`src/rtl/wormhole_controller.sv`:
```
// wormhole_controller: wormhole spawn/lifetime/teleport/cooldown sequencer; WORMHOLE_BLINK_EN blinks the final BLINK_FRAMES of the lifetime
module wormhole_controller #(
    parameter int SPAWN_DELAY_FRAMES = 30,
    parameter int LIFETIME_FRAMES = 300,
    parameter int COOLDOWN_FRAMES = 60,
    parameter int X_MIN = 32,
    parameter int X_MAX = 575,
    parameter int Y_MIN = 32,
    parameter int Y_MAX = 415,
    parameter logic [15:0] LFSR_SEED = 16'hACE1
`ifdef WORMHOLE_BLINK_EN
    , parameter int BLINK_FRAMES = 60
`endif
) (
    input  logic clk,
    input  logic resetN,
    input  logic startOfFrame,
    input  logic enable,
    input  logic collisionShip,
    input  logic wormholeCheat,
    input  logic signed [10:0] topLeftX_Cheat,
    input  logic signed [10:0] topLeftY_Cheat,
    output logic signed [10:0] topLeftX,
    output logic signed [10:0] topLeftY,
    output logic wormholeVisible,
    output logic teleportPulse,
    output logic signed [10:0] destX,
    output logic signed [10:0] destY,
    output logic [1:0] state
);
    typedef enum logic [1:0] {IDLE, WAIT, ACTIVE, COOLDOWN} state_t;
    state_t cur, nxt;
    logic [15:0] lfsr, cnt, cnt_d;
    logic [11:0] rx, ry;
    logic [10:0] cx, cy;
    logic signed [10:0] tl_x, tl_y;
    logic last, hit, teleport, vis_d;
    assign rx = 12'(X_MIN) + {2'b00, lfsr[9:0]};
    assign ry = 12'(Y_MIN) + {3'b000, lfsr[15:7]};
    assign cx = 11'(rx > 12'(X_MAX) ? rx - 12'(X_MAX - X_MIN + 1) : rx);
    assign cy = 11'(ry > 12'(Y_MAX) ? ry - 12'(Y_MAX - Y_MIN + 1) : ry);
    assign last = cnt <= 16'd1;
    assign hit = collisionShip && wormholeVisible;
    assign teleport = enable && cur == ACTIVE && hit;
    assign state = cur;
    assign topLeftX = wormholeCheat ? topLeftX_Cheat : tl_x;
    assign topLeftY = wormholeCheat ? topLeftY_Cheat : tl_y;
`ifdef WORMHOLE_BLINK_EN
    assign vis_d = nxt == ACTIVE && (cnt_d > 16'(BLINK_FRAMES) || cnt_d[3]);
`else
    assign vis_d = nxt == ACTIVE;
`endif
    // next state and frame counter; collision outranks expiry, cheat freezes the lifetime
    always_comb begin
        nxt = cur;
        cnt_d = cnt;
        if (!enable) nxt = IDLE;
        else case (cur)
            IDLE: begin
                nxt = WAIT;
                cnt_d = 16'(SPAWN_DELAY_FRAMES);
            end
            WAIT: if (startOfFrame) begin
                nxt = last ? ACTIVE : WAIT;
                cnt_d = last ? 16'(LIFETIME_FRAMES) : cnt - 16'd1;
            end
            ACTIVE: if (hit) begin
                nxt = COOLDOWN;
                cnt_d = 16'(COOLDOWN_FRAMES);
            end else if (startOfFrame && !wormholeCheat) begin
                nxt = last ? WAIT : ACTIVE;
                cnt_d = last ? 16'(SPAWN_DELAY_FRAMES) : cnt - 16'd1;
            end
            default: if (startOfFrame) begin
                nxt = last ? WAIT : COOLDOWN;
                cnt_d = last ? 16'(SPAWN_DELAY_FRAMES) : cnt - 16'd1;
            end
        endcase
    end
    // state, LFSR and registered outputs; coordinates latch only on spawn and teleport
    always_ff @(posedge clk or negedge resetN) begin
        if (!resetN) begin
            cur <= IDLE;
            cnt <= '0;
            lfsr <= LFSR_SEED;
            tl_x <= 11'(X_MIN);
            tl_y <= 11'(Y_MIN);
            wormholeVisible <= 1'b0;
            teleportPulse <= 1'b0;
            destX <= '0;
            destY <= '0;
        end else begin
            cur <= nxt;
            cnt <= cnt_d;
            lfsr <= {lfsr[14:0], lfsr[15] ^ lfsr[13] ^ lfsr[12] ^ lfsr[10]};
            wormholeVisible <= vis_d;
            teleportPulse <= teleport;
            if (cur == WAIT && nxt == ACTIVE) begin
                tl_x <= $signed(cx);
                tl_y <= $signed(cy);
            end
            if (teleport) begin
                destX <= $signed(cx);
                destY <= $signed(cy);
            end
        end
    end
endmodule

```
`config.mk`:
```
export PLATFORM = sky130hd
export DESIGN_NAME = wormhole_controller
export DESIGN_NICKNAME = d
export VERILOG_FILES = /design/src/rtl/wormhole_controller.sv
export SDC_FILE = /design/constraint.sdc
export NUM_CORES = 1
export LEC_CHECK = 0
export BUFFER_PORTS_ARGS = -buffer_cell sky130_fd_sc_hd__buf_2
export CAP_MARGIN = 40
export CORE_MARGIN = 8
export CORE_UTILIZATION = 44
export CTS_BUF_LIST = sky130_fd_sc_hd__clkbuf_4 sky130_fd_sc_hd__clkbuf_8 sky130_fd_sc_hd__clkbuf_16
export DETAILED_ROUTE_END_ITERATION = 7
export PLACE_DENSITY = 0.66
export SLEW_MARGIN = 20
export SYNTH_ARGS = -nofsm -noshare
export SYNTH_HDL_FRONTEND = slang
export SYNTH_SLANG_ARGS = --single-unit
```
`constraint.sdc`:
```
create_clock -name clk -period 3.4 [get_ports clk]
set_input_delay 0.34 -clock clk [delete_from_list [all_inputs] [get_ports clk]]
set_output_delay 0.34 -clock clk [all_outputs]
set_load 0.02 [all_outputs]
```
==> results of run 1 <==
[placed cells by master (no fill, tap or decap), drive strengths merged, types with 4 or more instances in the layout]
cell | synthesis | layout
xnor2 | 7 | 7
buf | 6 | 80
nor4 | 4 | 4
dfstp | 10 | 10
dfrtp | 70 | 70
and2 | 6 | 6
o21ai | 36 | 36
a21oi | 15 | 15
nor3 | 12 | 12
mux2 | 40 | 40
o31ai | 4 | 4
or4 | 4 | 4
clkbuf | 13 | 9
nor2 | 25 | 25
inv | 12 | 14
nand2 | 61 | 61
ha | 6 | 6
nand3 | 10 | 10
nand4 | 5 | 5
nor2b | 4 | 4
[final cells by class]
cell class                      count  area (sq um)
Clock inverter                      7          80.1
Multi-Input combinational cell    280          1800
Fill cell                         783          4090
Sequential cell                    80          2010
Clock buffer                        9           124
Inverter                           12          45.0
Timing Repair Buffer               81           438
Tap cell                          108           135
[what timing repair did]
item	in CTS	in global routing
hold buffers	1	0
hold endpoints to repair	35	0
buffers inserted	0	0
endpoints found under the setup margin	0	0
[metal layers]
layer,track usage,part of all wire,wire (microns),up-vias
met5,0,0,0,-
met2,0.254,0.50,4530,68
met3,0.0395,0.034,307,8
met4,0.0414,0.0089,80,0
met1,0.188,0.46,4120,1527
li1,-,-,-,1529
[kinds of logic (layout without fill, tap and decap cells)]
family,after synthesis,count (layout),share of synthesized area
AOI/OAI and AO/OA,80,80,0.124
xor gates and xnor gates,10,10,0.0222
adders and majority gates,6,6,0.0191
buffers and inverters,31,109,0.0324
DFF,80,80,0.511
muxes,41,41,0.117
and+or+nand+nor,143,143,0.174
[worst paths after layout]
| check | to | slack [ns] | cells after the start |
|---|---|---|---|
| worst max-delay path | destX[10]$_DFFE_PN0P_ | 0.45 | 8 |
| worst min-delay path | state[0]$_DFF_PN0_ | 0.27 | 2 |
| worst max register to register | destX[10]$_DFFE_PN0P_ | 0.45 | 8 |
| worst min register to register | lfsr[11]$_DFF_PN1_ | 0.40 | 0 |
| max in group asynchronous | lfsr[5]$_DFF_PN1_ | 2.22 | 3 |
| min in group asynchronous | cnt[1]$_DFFE_PN0P_ | 0.51 | 2 |
[stage by stage]
stage	utilization	power [uW]	std cells	setup WS (ns)
finish	0.531	1890	577	0.447
global route	0.531	1960	577	0.273
CTS	0.531	1910	577	0.474
detailed placement	0.507	1180	560	0.486
global placement	0.504	1170	559	0.622
floorplan	-	1110	391	0.722
[worst max-delay path: stages, from the launching register on]
cell and delay [ns]:
dfstp_2 0.61, inv_1 0.11, ha_1 0.38, or4_1 0.56, o31a_1 0.16, nor4b_1 0.40
nor3_1 0.09, mux2_2 0.28, mux2_2 0.26
[power by group]
part | switching (uW) | internal [uW] | leakage (uW)
Clock | 378 | 347 | 0.0000964
Sequential | 22.2 | 969 | 0.00106
Combinational | 101 | 68.6 | 0.00112
[registers in the layout, indices dropped and copies added (netlist names)]
signal / cells
teleportPulse: 1
state: 2
destX: 11
tl_y: 11
destY: 11
wormholeVisible: 1
tl_x: 11
lfsr: 16
cnt: 16
==> impl_metrics.yaml, run 1 <==
logic_synthesis:
  ys.flop_type: "dfrtp_1"
  synthArstFlopShare: 1.00
  yosys-top-cells-area: "dfrtp_1 (44%), mux2_2 (11%), dfstp_2 (6.7%)"
  synthTopCellsByCount: "dfrtp_1 (70), nand2_1 (61), mux2_2 (40)"
  yosys.area.top_type: "dfrtp_1"
  synth_cells: 391
  ys_ff_latch: 80
  synth_top_area_frac: 0.445
  synth_nets: 425
  yosys_warnings: 0
  syn_avg_cell_area_sq_um: 10.1
  synth.distinct_cells: 50
  synth_edf_count: 0
  yosysMostFrequentCell: "dfrtp_1"
  yosysSeqAreaShare: 0.511
  synth_area_sq_mm: 0.00394
route:
  drtIter0Drc: 96
  drtPass1Iterations: 4
  drcViolationCount: 0
  vias_per_cell: 5.43
  drtAntennaViolNets: 0
  wirelength_microns: 9030
  wl_per_cell_microns: 15.6
  vias: 3132
global_route:
  antenna_found_initial: 0
  grt_pass1_vias: 3254
  grt_max_degree: 43
  grt_overflow: 0
  grt_usage: 0.152
  grt_pass1_wl_microns: 15800
floorplan:
  coreArea_sq_mm: 0.00872
  die_h_microns: 111
  start_util: 0.452
  dieArea_sq_mm: 0.0122
  ioPinCount: 76
  die_x_microns: 111
  std_cell_rows: 34
clock_network:
  cts_resized: 0
  clock-sinks: 80
  clkTransAtPathRegs_ns: 0.09
  cts_buffers: 9
  clockBufferDepth: 2
  cts_tree: "built"
  htreeDepth: 3
  cts-root-buf: "clkbuf_8"
  clock_latency_ns: 0.36
run_status:
  outcome: "finished clean"
sta:
  rsz0062_at_grt: "no"
  finalSetupViolCount: 0
  finalSetupTns_ns: 0
  hold_viol: 0
  fin_worst_skew_ns: 0.00924
  worst_pin_slew_ns: 0.605
  min_period_over_period: 0.869
  hold_ws_ns: 0.272
  final_max_slew_viol_count: 0
  relSlewSlack: 0.597
  fmax_mhz: 339
  period_needed_ns: 2.95
pwr:
  ir_drop_mv: 0.204
  powerDensity_mw_per_mm2: 407
  p_leak_uw: 0.00228
placed_design:
  dpl.hpwl_microns: 6510
  io_buffers: 75
  globalplace.congestion: 0.842
  dpl_cell_area_sq_mm: 0.00442
final_layout:
  nets: 498
  antenna_cells: 0
  drive_gt1_frac: 0.320
  syn2layout_area_growth_pct: 17.6
  stdcell_area_sq_mm: 0.00463
setup_path:
  worstSetupEndpointType: "flop"
  cp_max_fo: 9
  arrival_ns: 3.20
  crit_type: "reg -> reg"
  critPathRequiredTime_ns: 3.64
  r2r_start: "lfsr[5]$_DFF_PN1_"
  startpoint_type: "flop"
  crit_start: "lfsr[5]$_DFF_PN1_"
hold_path:
  holdCritPathClass: "in -> reg"
  hp-start: "enable"
flow_run:
  cap_violations: 0
No activity file was read; power rests on OpenSTA's default activity.
==> run 2, diff against run 1 <==
CORE_ASPECT_RATIO = 1.75   (was unset)
==> run 2 against run 1 <==
Against the previous run: critical path depth stayed put; clock skew is 0.0028 ns lower; die area is 0.97% higher; largest cell class unchanged; register-to-register slack better by 0.03 ns; largest power group unchanged; count of clock-buffer cells in the layout is 1 higher.
==> impl_metrics.yaml, run 2 (synthesis results as in run 1) <==
run_status:
  outcome: "finished clean"
global_route:
  grt_pass1_vias: 3216
  grt_pass1_wl_microns: 15700
  grt_usage: 0.163
  grt_max_degree: 50
  antenna_found_initial: 0
  grt_overflow: 0
final_layout:
  syn2layout_area_growth_pct: 20.0
  final_util: 0.545
  stdcell_area_sq_mm: 0.00473
  top_regs: "cnt x16, lfsr x16"
  antenna_cells: 0
  layout_commonest_cell: "buf_2"
  nets: 498
  final_cells: 586
  final_cell_mix: "buf_2 (74), dfrtp_1 (70), nand2_1 (61), mux2_2 (40), o21ai_0 (35)"
  drive_gt1_frac: 0.320
setup_path:
  cp_max_fo: 9
  crit_type: "reg -> reg"
  startpoint_type: "flop"
  critPathRequiredTime_ns: 3.62
  arrival_ns: 3.15
  worstSetupEndpointType: "flop"
sta:
  finalSetupViolCount: 0
  relSlewSlack: 0.607
  period_needed_ns: 2.93
  final_max_slew_viol_count: 0
  fmax_mhz: 342
  finalSetupTns_ns: 0
  min_period_over_period: 0.861
  rsz0062_at_grt: "no"
  hold_viol: 0
  worst_pin_slew_ns: 0.583
  fin_ws_ns: 0.473
  fin_worst_skew_ns: 0.00645
route:
  drcViolationCount: 0
  drtAntennaViolNets: 0
  wl_per_cell_microns: 15.8
  vias: 3126
  wirelength_microns: 9280
  drtIter0Drc: 171
  vias_per_cell: 5.33
  drtPass1Iterations: 4
hold_path:
  holdCritPathClass: "in -> reg"
clock_network:
  cts_buffers: 9
  cts_tree: "built"
  clkTransAtPathRegs_ns: 0.06
  clock-sinks: 80
  clockBufferDepth: 2
  htreeDepth: 3
  cts-root-buf: "clkbuf_16"
  cts_resized: 0
  clock_latency_ns: 0.34
pwr:
  powerDensity_mw_per_mm2: 434
  p_leak_uw: 0.00232
  ir_drop_mv: 0.300
floorplan:
  start_util: 0.454
  die_x_microns: 87.5
  ioPinCount: 76
  die_h_microns: 141
  std_cell_rows: 45
  dieArea_sq_mm: 0.0124
  coreArea_sq_mm: 0.00867
placed_design:
  globalplace.congestion: 0.889
  io_buffers: 75
  dpl.hpwl_microns: 6780
  pre_cts_ws_ns: 0.496
  dpl_cell_area_sq_mm: 0.00444
  placed_cells: 569
flow_run:
  cap_violations: 0
-- run 2: changes by cell type in the layout (fill, tap and decap cells not counted) --
cell / delta
buf_12: -1
buf_16: +1
bufinv_16: -1
clkbuf_16: +9
clkbuf_4: +1
clkbuf_8: -9
clkinv_2: +1
clkinv_4: +1
inv_6: -2
-- run 2: critical path, cell delays in order, from the launching register on --
cell and delay [ns]:
dfstp_2 0.60, inv_1 0.11, ha_1 0.39, or4_1 0.55, o31a_1 0.15, nor4b_1 0.36
nor3_1 0.09, mux2_2 0.29, mux2_2 0.26
-- run 2: worst paths after layout --
| path | from | to | slack (ns) | cells past startpoint |
|---|---|---|---|---|
| min in group asynchronous | resetN | tl_y[6]$_DFFE_PN0P_ | 0.49 | 2 |
| max in group asynchronous | resetN | tl_x[5]$_DFFE_PN1P_ | 2.28 | 3 |
| worst min-delay path | enable | state[0]$_DFF_PN0_ | 0.28 | 2 |
| worst min register to register | lfsr[10]$_DFF_PN1_ | lfsr[11]$_DFF_PN1_ | 0.39 | 0 |
| worst max register to register | lfsr[5]$_DFF_PN1_ | destX[10]$_DFFE_PN0P_ | 0.47 | 8 |
| worst max-delay path | lfsr[5]$_DFF_PN1_ | destX[10]$_DFFE_PN0P_ | 0.47 | 8 |
-- run 2: repair_timing --
item                      in CTS  in global routing
hold buffers                   1                  0
buffers inserted               0                  0
hold endpoints to repair      28                  0
-- run 2: final cells by class --
cell class	count	area (sq um)
Multi-Input combinational cell	280	1800
Tap cell	117	146
Inverter	12	45.0
Timing Repair Buffer	81	445
Clock buffer	10	233
Fill cell	795	3940
Sequential cell	80	2010
Clock inverter	6	46.3
-- run 2: layer usage --
| metal | up-vias | GRT usage | wire length, microns |
|---|---|---|---|
| met4 | 0 | 0.0684 | 181 |
| met1 | 1514 | 0.180 | 3780 |
| met3 | 15 | 0.0407 | 362 |
| met2 | 70 | 0.284 | 4950 |
| met5 | - | 0 | 0 |
| li1 | 1527 | - | - |
-- run 2: through the flow --
step           total power [uW]  hold slack (ns)
2_1_floorplan              1110           0.0444
3_3_place_gp               1180            0.380
3_5_place_dp               1180            0.312
4_1_cts                    2080            0.280
5_1_grt                    2140            0.303
6_report                   2050            0.285
-- run 2: power breakdown --
part / switching (uW) / internal [uW]
Clock: 381 / 504
Combinational: 101 / 70.6
Sequential: 22.7 / 971
Total: 505 / 1550
